<file path="src/rtl/uart_pkg.sv">
// Shared UART definitions: default line settings, divisor helpers and the
// receiver state encoding. Both the receiver and the transmitter import this.
package uart_pkg;

  localparam int DEFAULT_CLOCK_FREQUENCY = 27000000;
  localparam int DEFAULT_BAUD_RATE       = 115200;

  // Clock cycles per serial bit (integer division, 234 at the defaults).
  function automatic int baud_divisor(input int clock_frequency, input int baud_rate);
    return clock_frequency / baud_rate;
  endfunction

  // Clock cycles from the start-bit edge to the start-bit centre.
  function automatic int half_divisor(input int clock_frequency, input int baud_rate);
    return baud_divisor(clock_frequency, baud_rate) / 2;
  endfunction

  typedef enum logic [1:0] {
    RX_IDLE  = 2'd0,
    RX_START = 2'd1,
    RX_DATA  = 2'd2,
    RX_STOP  = 2'd3
  } rx_state_t;

endpackage

</file>
<file path="src/rtl/sync_2ff.sv">
// Two-flop synchronizer for a single asynchronous input, with a selectable
// reset value so an idle-high line does not look like an edge out of reset.
module sync_2ff #(
  parameter logic RESET_VALUE = 1'b1
) (
  input  logic clk,
  input  logic rst_n,
  input  logic d,
  output logic q
);

  logic meta;

  // Two back-to-back flops; q is safe to use in the clk domain.
  always_ff @(posedge clk or negedge rst_n) begin
    if (!rst_n) begin
      meta <= RESET_VALUE;
      q    <= RESET_VALUE;
    end else begin
      meta <= d;
      q    <= meta;
    end
  end

endmodule

</file>
<file path="src/rtl/uart_rx.sv">
// 8N1 UART receiver. A falling edge of the synchronized line starts a frame;
// the start bit is confirmed at its centre, then data and stop bits are
// sampled one bit time apart at their centres.
//
// Output handshake: data/valid follow valid/ready semantics. Once valid is
// high, data stays stable until a cycle with ready=1; that cycle is the
// transfer and valid drops on the next edge unless a new byte lands in the
// same cycle, in which case data is replaced and valid stays high. A byte
// that completes while valid=1 and ready=0 is dropped and overrun pulses.
module uart_rx
  import uart_pkg::*;
#(
  parameter int CLOCK_FREQUENCY = DEFAULT_CLOCK_FREQUENCY,
  parameter int BAUD_RATE       = DEFAULT_BAUD_RATE
) (
  input  logic       clk,
  input  logic       rst_n,
  input  logic       rx,
  output logic [7:0] data,
  output logic       valid,
  input  logic       ready,
  output logic       frame_error,
  output logic       overrun,
  output logic [1:0] state_dbg
);

  localparam int BAUD_DIVISOR = baud_divisor(CLOCK_FREQUENCY, BAUD_RATE);
  localparam int HALF_DIVISOR = half_divisor(CLOCK_FREQUENCY, BAUD_RATE);
  localparam int CNT_W        = $clog2(BAUD_DIVISOR);

  localparam logic [CNT_W-1:0] FULL_LAST = CNT_W'(BAUD_DIVISOR - 1);
  localparam logic [CNT_W-1:0] HALF_LAST = CNT_W'(HALF_DIVISOR - 1);

  logic             rx_s;
  logic             rx_s_d;
  rx_state_t        state;
  rx_state_t        state_next;
  logic [CNT_W-1:0] cnt;
  logic [2:0]       bit_idx;
  logic [7:0]       shift_reg;

  logic fall;
  logic full_tick;
  logic half_tick;
  logic cnt_clr;
  logic shift_en;
  logic byte_done;
  logic frame_bad;

  sync_2ff #(
    .RESET_VALUE(1'b1)
  ) u_sync (
    .clk  (clk),
    .rst_n(rst_n),
    .d    (rx),
    .q    (rx_s)
  );

  // A held-low line never shows a 1->0 transition, so after a break the
  // line must return high before another start bit can be detected.
  assign fall      = rx_s_d & ~rx_s;
  assign full_tick = (cnt == FULL_LAST);
  assign half_tick = (cnt == HALF_LAST);
  assign state_dbg = state;

  // State register.
  always_ff @(posedge clk or negedge rst_n) begin
    if (!rst_n) state <= RX_IDLE;
    else        state <= state_next;
  end

  // Next-state decode.
  always_comb begin
    state_next = state;
    case (state)
      RX_IDLE:  if (fall) state_next = RX_START;
      RX_START: if (half_tick) state_next = rx_s ? RX_IDLE : RX_DATA;
      RX_DATA:  if (full_tick && (bit_idx == 3'd7)) state_next = RX_STOP;
      RX_STOP:  if (full_tick) state_next = RX_IDLE;
      default:  state_next = RX_IDLE;
    endcase
  end

  // Per-state strobes for the datapath.
  always_comb begin
    cnt_clr   = (state == RX_IDLE) || (state_next != state) ||
                ((state == RX_DATA) && full_tick);
    shift_en  = (state == RX_DATA) && full_tick;
    byte_done = (state == RX_STOP) && full_tick && rx_s;
    frame_bad = (state == RX_STOP) && full_tick && !rx_s;
  end

  // Previous synchronized line value, for edge detection.
  always_ff @(posedge clk or negedge rst_n) begin
    if (!rst_n) rx_s_d <= 1'b1;
    else        rx_s_d <= rx_s;
  end

  // Cycle counter within the current bit period.
  always_ff @(posedge clk or negedge rst_n) begin
    if (!rst_n)       cnt <= '0;
    else if (cnt_clr) cnt <= '0;
    else              cnt <= cnt + CNT_W'(1);
  end

  // Data bit index and LSB-first shift register.
  always_ff @(posedge clk or negedge rst_n) begin
    if (!rst_n) begin
      bit_idx   <= 3'd0;
      shift_reg <= 8'h00;
    end else if (state != RX_DATA) begin
      bit_idx   <= 3'd0;
    end else if (shift_en) begin
      bit_idx   <= bit_idx + 3'd1;
      shift_reg <= {rx_s, shift_reg[7:1]};
    end
  end

  // Output holding register, handshake and error pulses.
  always_ff @(posedge clk or negedge rst_n) begin
    if (!rst_n) begin
      data        <= 8'h00;
      valid       <= 1'b0;
      frame_error <= 1'b0;
      overrun     <= 1'b0;
    end else begin
      frame_error <= frame_bad;
      overrun     <= byte_done && valid && !ready;
      if (byte_done && (!valid || ready)) begin
        data  <= shift_reg;
        valid <= 1'b1;
      end else if (valid && ready) begin
        valid <= 1'b0;
      end
    end
  end

endmodule

</file>
<file path="config.mk">
export PLATFORM = sky130hd
export DESIGN_NAME = uart_rx
export DESIGN_NICKNAME = d
export VERILOG_FILES = /design/src/rtl/uart_pkg.sv /design/src/rtl/sync_2ff.sv /design/src/rtl/uart_rx.sv
export SDC_FILE = /design/constraint.sdc
export NUM_CORES = 1
export LEC_CHECK = 0
export CAP_MARGIN = 20
export CORE_MARGIN = 1
export CORE_UTILIZATION = 37
export CTS_CLUSTER_DIAMETER = 30
export DETAILED_ROUTE_END_ITERATION = 8
export PLACE_DENSITY_LB_ADDON = 0.3
export SLEW_MARGIN = 20
export SYNTH_ARGS = -nofsm -noshare
export SYNTH_HDL_FRONTEND = slang
export SYNTH_SLANG_ARGS = --single-unit
</file>
<file path="constraint.sdc">
create_clock -name clk -period 2.9 [get_ports clk]
set_input_delay 0.58 -clock clk [delete_from_list [all_inputs] [get_ports clk]]
set_output_delay 0.58 -clock clk [all_outputs]
set_load 0.03 [all_outputs]
</file>
==> results of run 1 <==
-- worst paths after layout --
path,startpoint,cells past startpoint,end
worst max-delay path,cnt[1],5,data[6]
worst min-delay path,u_sync.meta,0,u_sync.q
worst max register to register,cnt[1],5,data[6]
worst min register to register,u_sync.meta,0,u_sync.q
max in group asynchronous,rst_n,2,u_sync.q
min in group asynchronous,rst_n,2,data[2]
-- cells in the final DEF, fill, tap and decap left out, types with 2 or more instances in the layout --
| master | n |
|---|---|
| sky130_fd_sc_hd__clkbuf_8 | 5 |
| sky130_fd_sc_hd__nor2_1 | 2 |
| sky130_fd_sc_hd__mux2_4 | 8 |
| sky130_fd_sc_hd__clkdlybuf4s50_1 | 16 |
| sky130_fd_sc_hd__dfrtp_1 | 32 |
| sky130_fd_sc_hd__inv_1 | 6 |
| sky130_fd_sc_hd__o21ai_0 | 6 |
| sky130_fd_sc_hd__a21oi_1 | 7 |
| sky130_fd_sc_hd__ha_1 | 5 |
| sky130_fd_sc_hd__a22oi_1 | 3 |
| sky130_fd_sc_hd__nand4_1 | 2 |
| sky130_fd_sc_hd__mux2_2 | 8 |
| sky130_fd_sc_hd__nand2b_1 | 2 |
| sky130_fd_sc_hd__xor2_1 | 2 |
| sky130_fd_sc_hd__nand3_1 | 5 |
| sky130_fd_sc_hd__dfstp_2 | 3 |
| sky130_fd_sc_hd__or3_1 | 6 |
-- area by class of cell --
type / instances / area [µm²]
fillers: 371 / 2166
flip-flops and latches: 35 / 879.6
multi-input cells: 75 / 646.9
repair buffers: 17 / 167.7
clock buffers: 5 / 68.82
well taps: 50 / 62.56
clock inverters: 3 / 43.79
inverters: 6 / 22.52
-- power groups by stage --
stage	Sequential (µW)	Clock (µW)	Combinational [µW]
3_5_place_dp	595	0	159
2_1_floorplan	585	0	117
3_3_place_gp	592	0	154
5_1_grt	594	475	183
6_report	587	448	157
4_1_cts	586	456	161
-- stage by stage --
step                      hold WS [ps]  setup slack, ps
final                            362.4            743.1
after global routing             365.3            624.1
after detailed placement         351.8            497.9
after floorplan                  284.4             1014
after global placement           345.6            533.7
after CTS                        362.6            702.3
-- layer usage --
| layer | global-route usage (%) | vias to the layer above | share of wire [%] |
|---|---|---|---|
| li1 | - | 476 | - |
| met3 | 4.054 | 7 | 4.6 |
| met5 | 0 | - | 0 |
| met1 | 17.38 | 511 | 46 |
| met2 | 21.25 | 33 | 47 |
| met4 | 8.777 | 0 | 2.7 |
-- cell families after synthesis --
family,Yosys count,share of synthesized area [%]
DFF,35,55.79
buffers and inverters,11,3.174
adders and majority gates,5,3.968
xor gates and xnor gates,3,1.667
and+or+nand+nor,28,13.18
muxes,16,13.33
AOI/OAI and AO/OA,23,8.889
-- critical path, delay by kind of cell, from the launching register on --
kind          cells  cell delay [ps]
fa+ha+maj         1              190
buf+inv           1               90
flops             1              410
mux               1              380
simple gates      2              970
==> impl_results.md, run 1 <==
* Final setup violation count at 0
* Worst-path maximum fanout at 14
* Synthesized netlist net count at between 100 and 150
* Max VDD drop at 0.2172 mV
* Total leakage power at between 0.0009 and 0.001 µW
* Post-synth ARST share at between 90% and 100%
* Critical path arrival at 2340 ps
* Min-delay worst type: reg2reg
* Worst Setup Path Type: reg2reg
* Final net count at roughly 150
* Global-route wire length before repair at around 4500 µm
* Longest individual stage delay on the worst path at about 810 ps
* DRC Markers at 0
* Vias after detailed routing at about 1.0k
* TritonCTS clock tree: built
* Sequential share of power at about half
* Number of H-tree levels at 2
* DR vias/cell at about 5.4
* Cell area after technology mapping at approximately 0.0016 mm²
* Combinational Power Share at roughly an eighth
* Yosys warns at 0
* Detail-routed net length per standard cell at around 14 µm
* Clock buffers created by TritonCTS at 5
* Clock-pin slew reported for the worst setup and hold paths after clock tree synthesis at roughly 70 ps
* Number of core rows at 23
* GRT Util Overall at approximately 14%
* Die Wd at ~67 µm
* Slew of the pin with the lowest slew margin at around 630 ps
* Switch Pwr at 334.0 µW
* Insertion delay of the later-clocked pin in the worst-skew pair at around 300 ps
* Tcrit/Tclk final at 74.38%
* Cell taking the most area after synthesis: sky130_fd_sc_hd__dfrtp_1
* Count of placed standard cells in the final layout, fillers left out at roughly 190
* Design Area, Final at around 0.0019 mm²
* Register-to-register path setup slack at ~740 ps
* Fraction of layout instances using a drive strength above 1 at 22.70%
* Instance area after placement at between 0.0015 and 0.002 mm²
* Area fraction of the dominant cell type after synthesis at between 50% and 60%
* Placed cell count at 183
* Power density cells at between 600 and 700 mW/mm²
* Vias in the first global route at between 900 and 1k
* Unique masters post-synth at 37
* Die Outline Area at 0.004526 mm²
* Congestion Overflow GR at 0
* Final total negative setup slack at 0 ps
* Ranking of synthesized cells by instance count: 32 x sky130_fd_sc_hd__dfrtp_1, 8 x sky130_fd_sc_hd__mux2_2, 8 x sky130_fd_sc_hd__mux2_4
* Post-CTS setup repair buffer count at 0
* Global placer's final weighted congestion at between 0.7 and 0.8
* Required time at the worst-slack endpoint at between 3000 and 4000 ps
* Buffers added on ports at 16
* Shortest clock period the worst path allows after layout at 2157 ps
* Maximum count of clock buffers along a single path at 2
* Height of the die at between 60 and 70 µm
* Maximum number of pins on one net before global-route repair at 36
* Top flip-flop cell by instance count after synthesis: sky130_fd_sc_hd__dfrtp_1
* Initial antenna violation count at 0
* Post-CTS Resized at 0
* Detailed Route Iter0 Violations at 83
* Aggregate routed wire length at between 2000 and 3000 µm
* Worst path slowest cell: sky130_fd_sc_hd__or4b_1
* Starting density of the core at between 30% and 40%
* Final antenna-violating net count at 0
* Core Util, Final at 46.62%
* Hold-fix buffers at CTS at 0
* CP cell instances: inv_1 > ha_1 > nand3b_4 > or4b_1 > mux2_4
* Number of synthesized flops with an enable pin at 0
* Number of flip-flops and latches in the synthesized netlist at 35
* Endpoints failing hold at 0
* Total chip power at around 1200 µW
* Avg Synthesized Cell Area at between 10 and 15 µm²
* Final Skew at 6.444 ps
* Clock root buffer master: sky130_fd_sc_hd__clkbuf_8
* Length of the first detailed-routing pass in iterations at 4
* Sequential element share of the synthesized area at 55.79%
* Synthesis-to-finish area growth at 20.00%
* Sort of element at the start of the critical path: flip-flop
* Maximum clock frequency at 463.6 MHz
* Dominant cell by count in the synthesized netlist: sky130_fd_sc_hd__dfrtp_1
* Nature of the critical path endpoint: flip-flop
* Outcome: finished, final reports clean
* Share of total power consumed by net switching at between 20% and 30%
* Max-cap violation count at 0
* Detailed placer's ending HPWL at around 1800 µm
* Placeable core region at 0.004058 mm²
* Relative slew slack at a little under three fifths
* Antenna fix cells at 0
* Number of instances in the synthesized netlist at around 120
* I/O pin cnt at 17
* RSZ-0062 raised after global routing: no
* Fraction of power consumed by the clock network at 37.6%
* Clock Sink Count at 35
* Number of max-slew violations in the final report at 0
* P_int at approximately 860 µW
* Synth top area cells: sky130_fd_sc_hd__dfrtp_1 51%, sky130_fd_sc_hd__mux2_4 7.6%, sky130_fd_sc_hd__mux2_2 5.7%
(Power assumes the default switching activity.)
==> run 2: changes to the inputs <==
- clock period: 2.9 -> 1.9 ns (I/O delays scaled with it)
==> impl_results.md, run 2 (synthesis gave the netlist of run 1 again) <==
* DRC Markers at 0 (unchanged)
* Crit path buffers/inverters at 2 (was 1)
* Number of H-tree levels at 2 (unchanged)
* Die Outline Area at 0.004526 mm² (unchanged)
* Vias after detailed routing at 1034 (was 1027)
* Final net count at 161 (was 149)
* Number of max-slew violations in the final report at 0 (unchanged)
* Relative slew slack at 71.18% (was 57.51%)
* CP cell instances: buf_4 > clkdlybuf4s50_1 (was inv_1 > ha_1 > nand3b_4 > or4b_1 > mux2_4)
* TritonCTS clock tree: built (unchanged)
* Power density cells at 950.8 mW/mm² (was 629.6 mW/mm²)
* Number of core rows at 23 (unchanged)
* Clock Sink Count at 35 (unchanged)
* Buffers added on ports at 16 (unchanged)
* Design Area, Final at 0.002001 mm² (was 0.001892 mm²)
* Detailed placer's ending HPWL at 1951 µm (was 1781 µm)
* Max VDD drop at 0.4887 mV (was 0.2172 mV)
* Hold Path Stages at 0 (unchanged)
* Detail-routed net length per standard cell at 13.99 µm (about the same)
* DR vias/cell at 5.094 (was 5.377)
* Congestion Overflow GR at 0 (unchanged)
* Post-CTS Resized at 0 (unchanged)
* Worst-path maximum fanout at 7 (was 14)
* I/O pin cnt at 17 (unchanged)
* Global-route wire length before repair at 4761 µm (was 4519 µm)
* Fraction of layout instances using a drive strength above 1 at 30.72% (was 22.70%)
* Critical path arrival at 1460 ps (was 2340 ps)
* Tcrit/Tclk final at between 90 and 100%
* Capturing instance or port of the critical path: state_dbg[0] (was data[6])
* Min-delay worst type: reg2reg (unchanged)
* Length in cells of the worst reg-to-reg path at 6 (was 5)
* Most common cell after layout, fill and taps aside: sky130_fd_sc_hd__dfrtp_1 (unchanged)
* RSZ-0062 raised after global routing: no (unchanged)
* Final Skew at 6.250 ps (was 6.444 ps)
* Clock root buffer master: sky130_fd_sc_hd__clkbuf_8 (unchanged)
* Post-CTS setup repair buffer count at 0 (unchanged)
* Insertion delay of the later-clocked pin in the worst-skew pair at 300 ps (about the same)
* Max-cap violation count at 0 (unchanged)
* Maximum clock frequency at 544.1 MHz
* End of the worst register-to-register path: data[6] (unchanged)
* Vias in the first global route at 1111 (was 984)
* Critical path depth at 2 (was 5)
* Shortest clock period the worst path allows after layout at between 1500 and 2000 ps
* Outcome: finished, final reports clean (unchanged)
* Startpoint of the worst register-to-register path: cnt[1] (unchanged)
* Maximum number of pins on one net before global-route repair at 36 (unchanged)
* Global placer's final weighted congestion at 0.7883 (was 0.7310)
* Longest individual stage delay on the worst path at 670 ps (was 810 ps)
* Final setup violation count at 0 (unchanged)
* Instance area after placement at 0.001869 mm² (was 0.001779 mm²)
* Synthesis-to-finish area growth at 26.90% (was 20.00%)
* Height of the die at 67.28 µm (unchanged)
* Aggregate routed wire length at 2840 µm (was 2673 µm)
* Initial antenna violation count at 0 (unchanged)
* Endpoints failing hold at 0 (unchanged)
* Maximum count of clock buffers along a single path at 2 (unchanged)
* Sort of element at the start of the critical path: flip-flop (unchanged)
* Length of the first detailed-routing pass in iterations at 4 (unchanged)
* Register-to-register path setup slack at 70 ps (was 740 ps)
* Total chip power at 1902 µW (was 1191 µW)
* Timing startpoint of the critical path: state_dbg[0] (was cnt[1])
* Count of fill cells added during filler insertion at 340 (was 371)
* Required time at the worst-slack endpoint at 1520 ps (was 3080 ps)
* Total leakage power at 0.0009703 µW (was 0.0009072 µW)
* Cell family contributing the most delay on the critical path: buffers and inverters (was simple AND/OR/NAND/NOR gates)
* Slew of the pin with the lowest slew margin at 432.3 ps (was 633.8 ps)
* Nature of the critical path endpoint: output port (was flip-flop)
* Final antenna-violating net count at 0 (unchanged)
* Placeable core region at 0.004058 mm² (unchanged)
* Hold-fix buffers at CTS at 0 (unchanged)
* Antenna fix cells at 0 (unchanged)
* GRT Util Overall at 14.93% (was 14.00%)
* Core Util, Final at 49.31% (was 46.62%)
* Most frequent cells in the layout: 32 x sky130_fd_sc_hd__dfrtp_1, 16 x sky130_fd_sc_hd__clkdlybuf4s50_1, 12 x sky130_fd_sc_hd__buf_4 (was 32 x sky130_fd_sc_hd__dfrtp_1, 16 x sky130_fd_sc_hd__clkdlybuf4s50_1, 8 x sky130_fd_sc_hd__mux2_2, 8 x sky130_fd_sc_hd__mux2_4, 7 x sky130_fd_sc_hd__a21oi_1)
* Die Wd at 67.28 µm (unchanged)
* Worst path slowest cell: sky130_fd_sc_hd__clkdlybuf4s50_1 (was sky130_fd_sc_hd__or4b_1)
* Clock-pin slew reported for the worst setup and hold paths after clock tree synthesis at 80 ps (was 70 ps)
* Detailed Route Iter0 Violations at 99 (was 83)
* Starting density of the core at 38.85% (unchanged)
* Worst Setup Path Type: reg2out (was reg2reg)
* Clock buffers created by TritonCTS at 5 (unchanged)
run 2: cell count changes in the layout (fill, tap and decap cells not counted), sizes merged:
| cell | previous run | this run |
|---|---|---|
| buf | 1 | 13 |
run 2: power by group:
part	switching, µW	internal (µW)	total (µW)
combinational	196	184	380
sequential	37.7	805	843
clock	290	390	680
run 2: cell type report:
class	count	area [µm²]	share of cell area (%)
clock buffer	5	68.82	3.440
timing repair buffer	29	270.3	13.51
clock inverter	3	43.79	2.189
inverter	6	22.52	1.126
tap	50	62.56	3.127
sequential	35	879.6	43.96
multi-input combinational	75	653.1	32.65
run 2: how the worst min path moves through the flow:
stage | to | start
finish | u_sync.q | u_sync.meta
global route | u_sync.q | u_sync.meta
CTS | u_sync.q | u_sync.meta
detailed placement | u_sync.q | u_sync.meta
global placement | u_sync.q | u_sync.meta
floorplan | bit_idx[0] | rst_n
run 2: worst register-to-register path, stage by stage (launching register included):
cell and delay (ps):
sky130_fd_sc_hd__dfrtp_1 390, sky130_fd_sc_hd__inv_2 60, sky130_fd_sc_hd__ha_2 180, sky130_fd_sc_hd__nand3b_4 80, sky130_fd_sc_hd__or4b_4 550, sky130_fd_sc_hd__buf_12 170, sky130_fd_sc_hd__mux2_4 300
run 2: through the flow:
step	std cells	setup TNS (ps)	setup WS (ps)	hold WS, ps
finish	203	0	62.12	362.9
global route	203	0	4.758	365.5
CTS	203	0	5.161	365.4
detailed placement	195	-1296	-172.5	354.4
global placement	195	-1037	-130.5	345.4
floorplan	121	0	13.58	84.41
run 2: layer usage:
layer,global-route usage [%],share of wire [%],vias up
met5,0,0,-
met4,8.511,2.2,0
met3,6.588,4.3,6
met2,23.00,48,15
met1,17.15,45,510
li1,-,-,503
